File: src/rtl/modulo_emulador_pkg.sv
// Shared constants for the bottle plant emulator: state encoding, counter widths, phase limit select.
// Latency: n/a (package only).
// Backpressure: n/a.
package modulo_emulador_pkg;

    localparam int CNT_W = 8;
    localparam int VED_W = 8;

    typedef enum logic [1:0] {
        ST_MOVER  = 2'd0,
        ST_ENCHER = 2'd1,
        ST_VEDAR  = 2'd2,
        ST_SAIR   = 2'd3
    } estado_t;

    // Terminal value (T-1) for the phase that owns the shared counter; ST_SAIR never counts.
    function automatic logic [CNT_W-1:0] limite_fase(
        input estado_t st,
        input int      t_transporte,
        input int      t_encher,
        input int      t_vedar
    );
        logic [CNT_W-1:0] lim;
        lim = '0;
        case (st)
            ST_MOVER:  lim = CNT_W'(t_transporte - 1);
            ST_ENCHER: lim = CNT_W'(t_encher - 1);
            ST_VEDAR:  lim = CNT_W'(t_vedar - 1);
            default:   lim = '0;
        endcase
        return lim;
    endfunction

endpackage

File: src/rtl/modulo_emulador_linha_garrafas_contador.sv
// Phase counter shared by all plant phases: count enable, sync clear, terminal compare.
// Latency: count updates on the edge after en; fim is combinational from cnt.
// Backpressure: none; en simply holds the count when low.
module modulo_contador_fase
    import modulo_emulador_pkg::*;
(
    input  logic             clk,
    input  logic             clr,
    input  logic             en,
    input  logic             sclr,
    input  logic [CNT_W-1:0] limite,
    output logic [CNT_W-1:0] cnt,
    output logic             fim
);

    assign fim = (cnt == limite);

    always_ff @(posedge clk or negedge clr) begin
        if (!clr) begin
            cnt <= '0;
        end else if (sclr) begin
            cnt <= '0;
        end else if (en) begin
            cnt <= cnt + 1'b1;
        end
    end

endmodule

File: src/rtl/modulo_emulador_linha_garrafas.sv
// Bottle conveyor/filler/sealer plant emulator; optional misuse flag under EMULADOR_ERRO_EN.
// Latency: sensors follow the registered state one edge after the qualifying command.
// Backpressure: none; commands are sampled every cycle, absent commands stall the phase.
module modulo_emulador_linha_garrafas
    import modulo_emulador_pkg::*;
#(
    parameter int T_TRANSPORTE = 8,
    parameter int T_ENCHER     = 6,
    parameter int T_VEDAR      = 3
) (
    input  logic             clk,
    input  logic             clr,
    input  logic             m,
    input  logic             ev,
    input  logic             ve,
    output logic             pg,
    output logic             ch,
    output logic             cq,
    output logic [VED_W-1:0] vedadas,
    output logic             erro
);

    estado_t          estado;
    logic             cnt_en;
    logic             cnt_sclr;
    logic             cnt_fim;
    logic [CNT_W-1:0] cnt;
    logic [CNT_W-1:0] limite;
    logic             fase_fim;

    always_comb begin
        cnt_en = 1'b0;
        case (estado)
            ST_MOVER:  cnt_en = m;
            ST_ENCHER: cnt_en = ev;
            ST_VEDAR:  cnt_en = ve;
            default:   cnt_en = 1'b0;
        endcase
    end

    assign limite   = limite_fase(estado, T_TRANSPORTE, T_ENCHER, T_VEDAR);
    assign fase_fim = cnt_en && cnt_fim;
    assign cnt_sclr = fase_fim || ((estado == ST_SAIR) && m);

    modulo_contador_fase u_contador (
        .clk    (clk),
        .clr    (clr),
        .en     (cnt_en),
        .sclr   (cnt_sclr),
        .limite (limite),
        .cnt    (cnt),
        .fim    (cnt_fim)
    );

    // Moore sensors straight from the state register.
    assign pg = (estado != ST_MOVER);
    assign ch = (estado == ST_VEDAR) || (estado == ST_SAIR);

    always_ff @(posedge clk or negedge clr) begin
        if (!clr) begin
            estado  <= ST_MOVER;
            cq      <= 1'b0;
            vedadas <= '0;
        end else begin
            cq <= 1'b0;
            case (estado)
                ST_MOVER: begin
                    if (fase_fim) estado <= ST_ENCHER;
                end
                ST_ENCHER: begin
                    if (fase_fim) estado <= ST_VEDAR;
                end
                ST_VEDAR: begin
                    if (fase_fim) begin
                        estado  <= ST_SAIR;
                        cq      <= 1'b1;
                        vedadas <= vedadas + 1'b1;
                    end
                end
                ST_SAIR: begin
                    if (m) estado <= ST_MOVER;
                end
                default: estado <= ST_MOVER;
            endcase
        end
    end

`ifdef EMULADOR_ERRO_EN
    logic uso_indevido;
    logic erro_q;

    // Spill: valve open without a bottle being filled; drag: conveyor moved mid-process.
    assign uso_indevido = (ev && (estado != ST_ENCHER)) ||
                          (m && ((estado == ST_ENCHER) || (estado == ST_VEDAR)));

    always_ff @(posedge clk or negedge clr) begin
        if (!clr) begin
            erro_q <= 1'b0;
        end else if (uso_indevido) begin
            erro_q <= 1'b1;
        end
    end

    assign erro = erro_q;
`else
    assign erro = 1'b0;
`endif

endmodule

File: config.mk
export PLATFORM = sky130hd
export DESIGN_NAME = modulo_emulador_linha_garrafas
export DESIGN_NICKNAME = d
export VERILOG_FILES = /design/src/rtl/modulo_emulador_pkg.sv /design/src/rtl/modulo_emulador_linha_garrafas_contador.sv /design/src/rtl/modulo_emulador_linha_garrafas.sv
export SDC_FILE = /design/constraint.sdc
export NUM_CORES = 1
export LEC_CHECK = 0
export CORE_AREA = 2 2 52 54
export CTS_CLUSTER_DIAMETER = 30
export CTS_CLUSTER_SIZE = 30
export DETAILED_ROUTE_END_ITERATION = 10
export DIE_AREA = 0 0 54 56
export GPL_ROUTABILITY_DRIVEN = 0
export HOLD_SLACK_MARGIN = 0.03
export MAX_ROUTING_LAYER = met4
export PLACE_DENSITY = 0.67
export SYNTH_ARGS = -nofsm -noshare
export SYNTH_HDL_FRONTEND = slang
export SYNTH_SLANG_ARGS = --single-unit
export TNS_END_PERCENT = 5
File: constraint.sdc
create_clock -name clk -period 2.8 [get_ports clk]
set_input_delay 0.56 -clock clk [delete_from_list [all_inputs] [get_ports clk]]
set_output_delay 0.56 -clock clk [all_outputs]
set_load 0.01 [all_outputs]
==> qor.yml <==
ys_seq_elements: 19
portBuffers: 15
cp.required_ns: 2.24
power.leakage_nw: 0.589
path_clk_slew_ns: 0.11
synth_nets: 114
drive_gt1_share_pct: 10.9
seqPwrFrac_pct: 40.8
fin_crit_sh_pct: 89.8
synth_top_family_by_area: "simple AND/OR/NAND/NOR gates"
final_cell_mix: "19 x dfrtp_1, 15 x clkdlybuf4s50_1, 12 x nor2_1, 10 x xor2_1"
grt_max_degree: 20
grt-ovfl-total: 0
synth_xor_area_share_pct: 12.4
powerDensity_nw_per_um2: 816
synth_compound_area_share_pct: 4.82
avgRoutedWirePerCell_um: 12.3
synth_area_leaders: "dfrtp_1 45%, ha_1 8.2%, xor2_1 8.2%, nor2_1 4.2%, nand4_1 4.1%"
cp_max_fo: 6
worstSetupPathType: "reg -> out"
fin_hold_ws_ns: 0.479
grt_pass1_wl_um: 3220
start_kind: "flip-flop"
drt_iter0_drc: 8
peakVddDrop_uv: 425
rsz0062_at_grt: "false"
worstPathCellList: "inv_1 > ha_1 > or2_2 > clkdlybuf4s50_1"
slowest_delay_ns: 0.48
dieWidth_um: 54
die_y_um: 56
worstRegToRegCells: 6
internal-power_w: 0.000629
grt_antenna_before_repair: 0
final_common_cell: "dfrtp_1"
tightest_slew_ns: 0.821
skew_ns: 0.00437
insertion_delay_ns: 0.29
cts_hold_buffers: 0
post_cts_buffers: 0
clkSinkCount: 19
areaGrowthSynthToFinish_pct: 19.3
switching_share_pct: 39.2
syn_area_per_cell_um2: 10.4
core_um2: 2430
synth_top_cell_by_area: "dfrtp_1"
vias_per_cell: 5.32
cpMaxStageDelayCell: "dfrtp_1"
start_util_pct: 43.7
fin_setup_tns_ns: 0
syn_inst: 102
htree_levels: 1
numCtsBuffers: 3
cts_tree: "done"
finalPower_w: 0.00103
netlist.area_leader.share_pct: 44.7
hold_depth: 1
netlist_area_um2: 1060
vias: 793
diodes: 0
fmax_ghz: 0.398
p_sw_w: 0.000406
cts_root_buffer: "clkbuf_4"
synthAdderAreaFrac_pct: 8.24
hold_viol_final: 0
ant_nets: 0
drv_cap: 0
dp_hpwl_um: 1420
firstDrtPassIters: 5
end_kind: "output pin"
num_rows: 18
p_comb_share_pct: 45.9
status: "complete, no violations"
rrSetupSlack_ns: 0.48
cts-resized-gates: 0
setup_viol: 0
hold_class: "reg -> reg"
totalWireLength_um: 1840
die_area_um2: 3020
pwr-share-clk_pct: 13.2
min_period_ns: 2.51
grt_pass1_vias: 769
fin_nets: 132
grtUsageTotal_pct: 14.2
synth.area.mux_share_pct: 3.18
yosysSeqAreaShare_pct: 44.7
synth-warning-count: 0
synthSimpleGateAreaFrac_pct: 23.8
drv_slew: 0
relSlewSlack_pct: 45.1
route.detailed.drc: 0
ios: 17
synthDistinctLibCells: 30
cp.arrival_ns: 1.95
clock_path_buffers: 2
==> worst max-delay path: cells and delay by family, from the launching register on <==
family	cells	cell delay, ns
flops	1	0.48
buf+inv	2	0.59
simple gates	1	0.32
fa+ha+maj	1	0.28
==> power by group through the flow <==
stage	Sequential (W)	Combinational (W)	Clock, W
floorplan	0.000416	0.000341	0
global placement	0.000426	0.000462	0
detailed placement	0.000428	0.000479	0
CTS	0.000424	0.000480	0.000143
global route	0.000432	0.000536	0.000157
finish	0.000422	0.000475	0.000137
==> synthesized netlist by cell type <==
cell type / count
dfrtp_1: 19
nor2_1: 12
xor2_1: 10
ha_1: 7
nand4_1: 7
nand2_1: 6
nor3_1: 5
xnor2_1: 5
inv_1: 4
nand3_1: 3
and3_1: 2
and4_1: 2
mux2_2: 2
or4_4: 2
a2111o_1: 1
a21oi_2: 1
a222oi_1: 1
a31oi_1: 1
and3_2: 1
buf_2: 1
buf_4: 1
conb_1: 1
mux2_1: 1
nand3_2: 1
nor2_4: 1
nor2b_1: 1
nor3b_1: 1
o211ai_1: 1
o21a_1: 1
or2_2: 1
==> final cells by class <==
| class | count | area (um2) |
|---|---|---|
| Fill cell | 229 | 1160 |
| Multi-Input combinational cell | 77 | 561 |
| Sequential cell | 19 | 475 |
| Timing Repair Buffer | 15 | 150 |
| Tap cell | 30 | 37.5 |
| Clock buffer | 3 | 22.5 |
| Inverter | 4 | 15.0 |
| Clock inverter | 1 | 7.51 |
==> state kept, by name (all words and copies together) (netlist names) <==
register	count
u_contador.cnt	8
vedadas	8
cq	1
estado	2
==> path summary, 6_finish.rpt <==
path                                               end                    from
worst max-delay path                                ch   estado[0]$_DFFE_PN0P_
worst min-delay path            vedadas[7]$_DFFE_PN0P_  vedadas[7]$_DFFE_PN0P_
worst max register to register  vedadas[1]$_DFFE_PN0P_   estado[0]$_DFFE_PN0P_
worst min register to register  vedadas[7]$_DFFE_PN0P_  vedadas[7]$_DFFE_PN0P_
max in group asynchronous                 cq$_DFF_PN0_                     clr
min in group asynchronous       vedadas[7]$_DFFE_PN0P_                     clr
==> metrics by stage <==
stage / setup slack, ns / cells / utilization [%] / area (um2)
4_1_cts: 0.272 / 149 / 52.2 / 1270
2_1_floorplan: 0.715 / 102 / - / 1060
3_3_place_gp: 0.446 / 145 / 50.9 / 1240
5_1_grt: 0.195 / 149 / 52.2 / 1270
6_report: 0.286 / 149 / 52.2 / 1270
3_5_place_dp: 0.393 / 145 / 50.9 / 1240
==> metal layers <==
layer | wire length, um | track usage [%] | vias to the layer above
met5 | 0 | - | -
met1 | 893 | 18.9 | 376
li1 | - | - | 392
met3 | 83 | 3.49 | 2
met4 | 2 | 2.14 | 0
met2 | 856 | 22.1 | 23
==> cell families (layout without fill, tap and decap cells) <==
group,count (synthesis),after routing
AO/OA/AOI/OAI,6,6
AND/OR/NAND/NOR,45,45
multiplexers,3,3
other,1,1
XOR/XNOR,15,15
adder cells (fa/ha/maj),7,7
flip-flops,19,19
buffers and inverters,6,23
(Power assumes the default switching activity.)
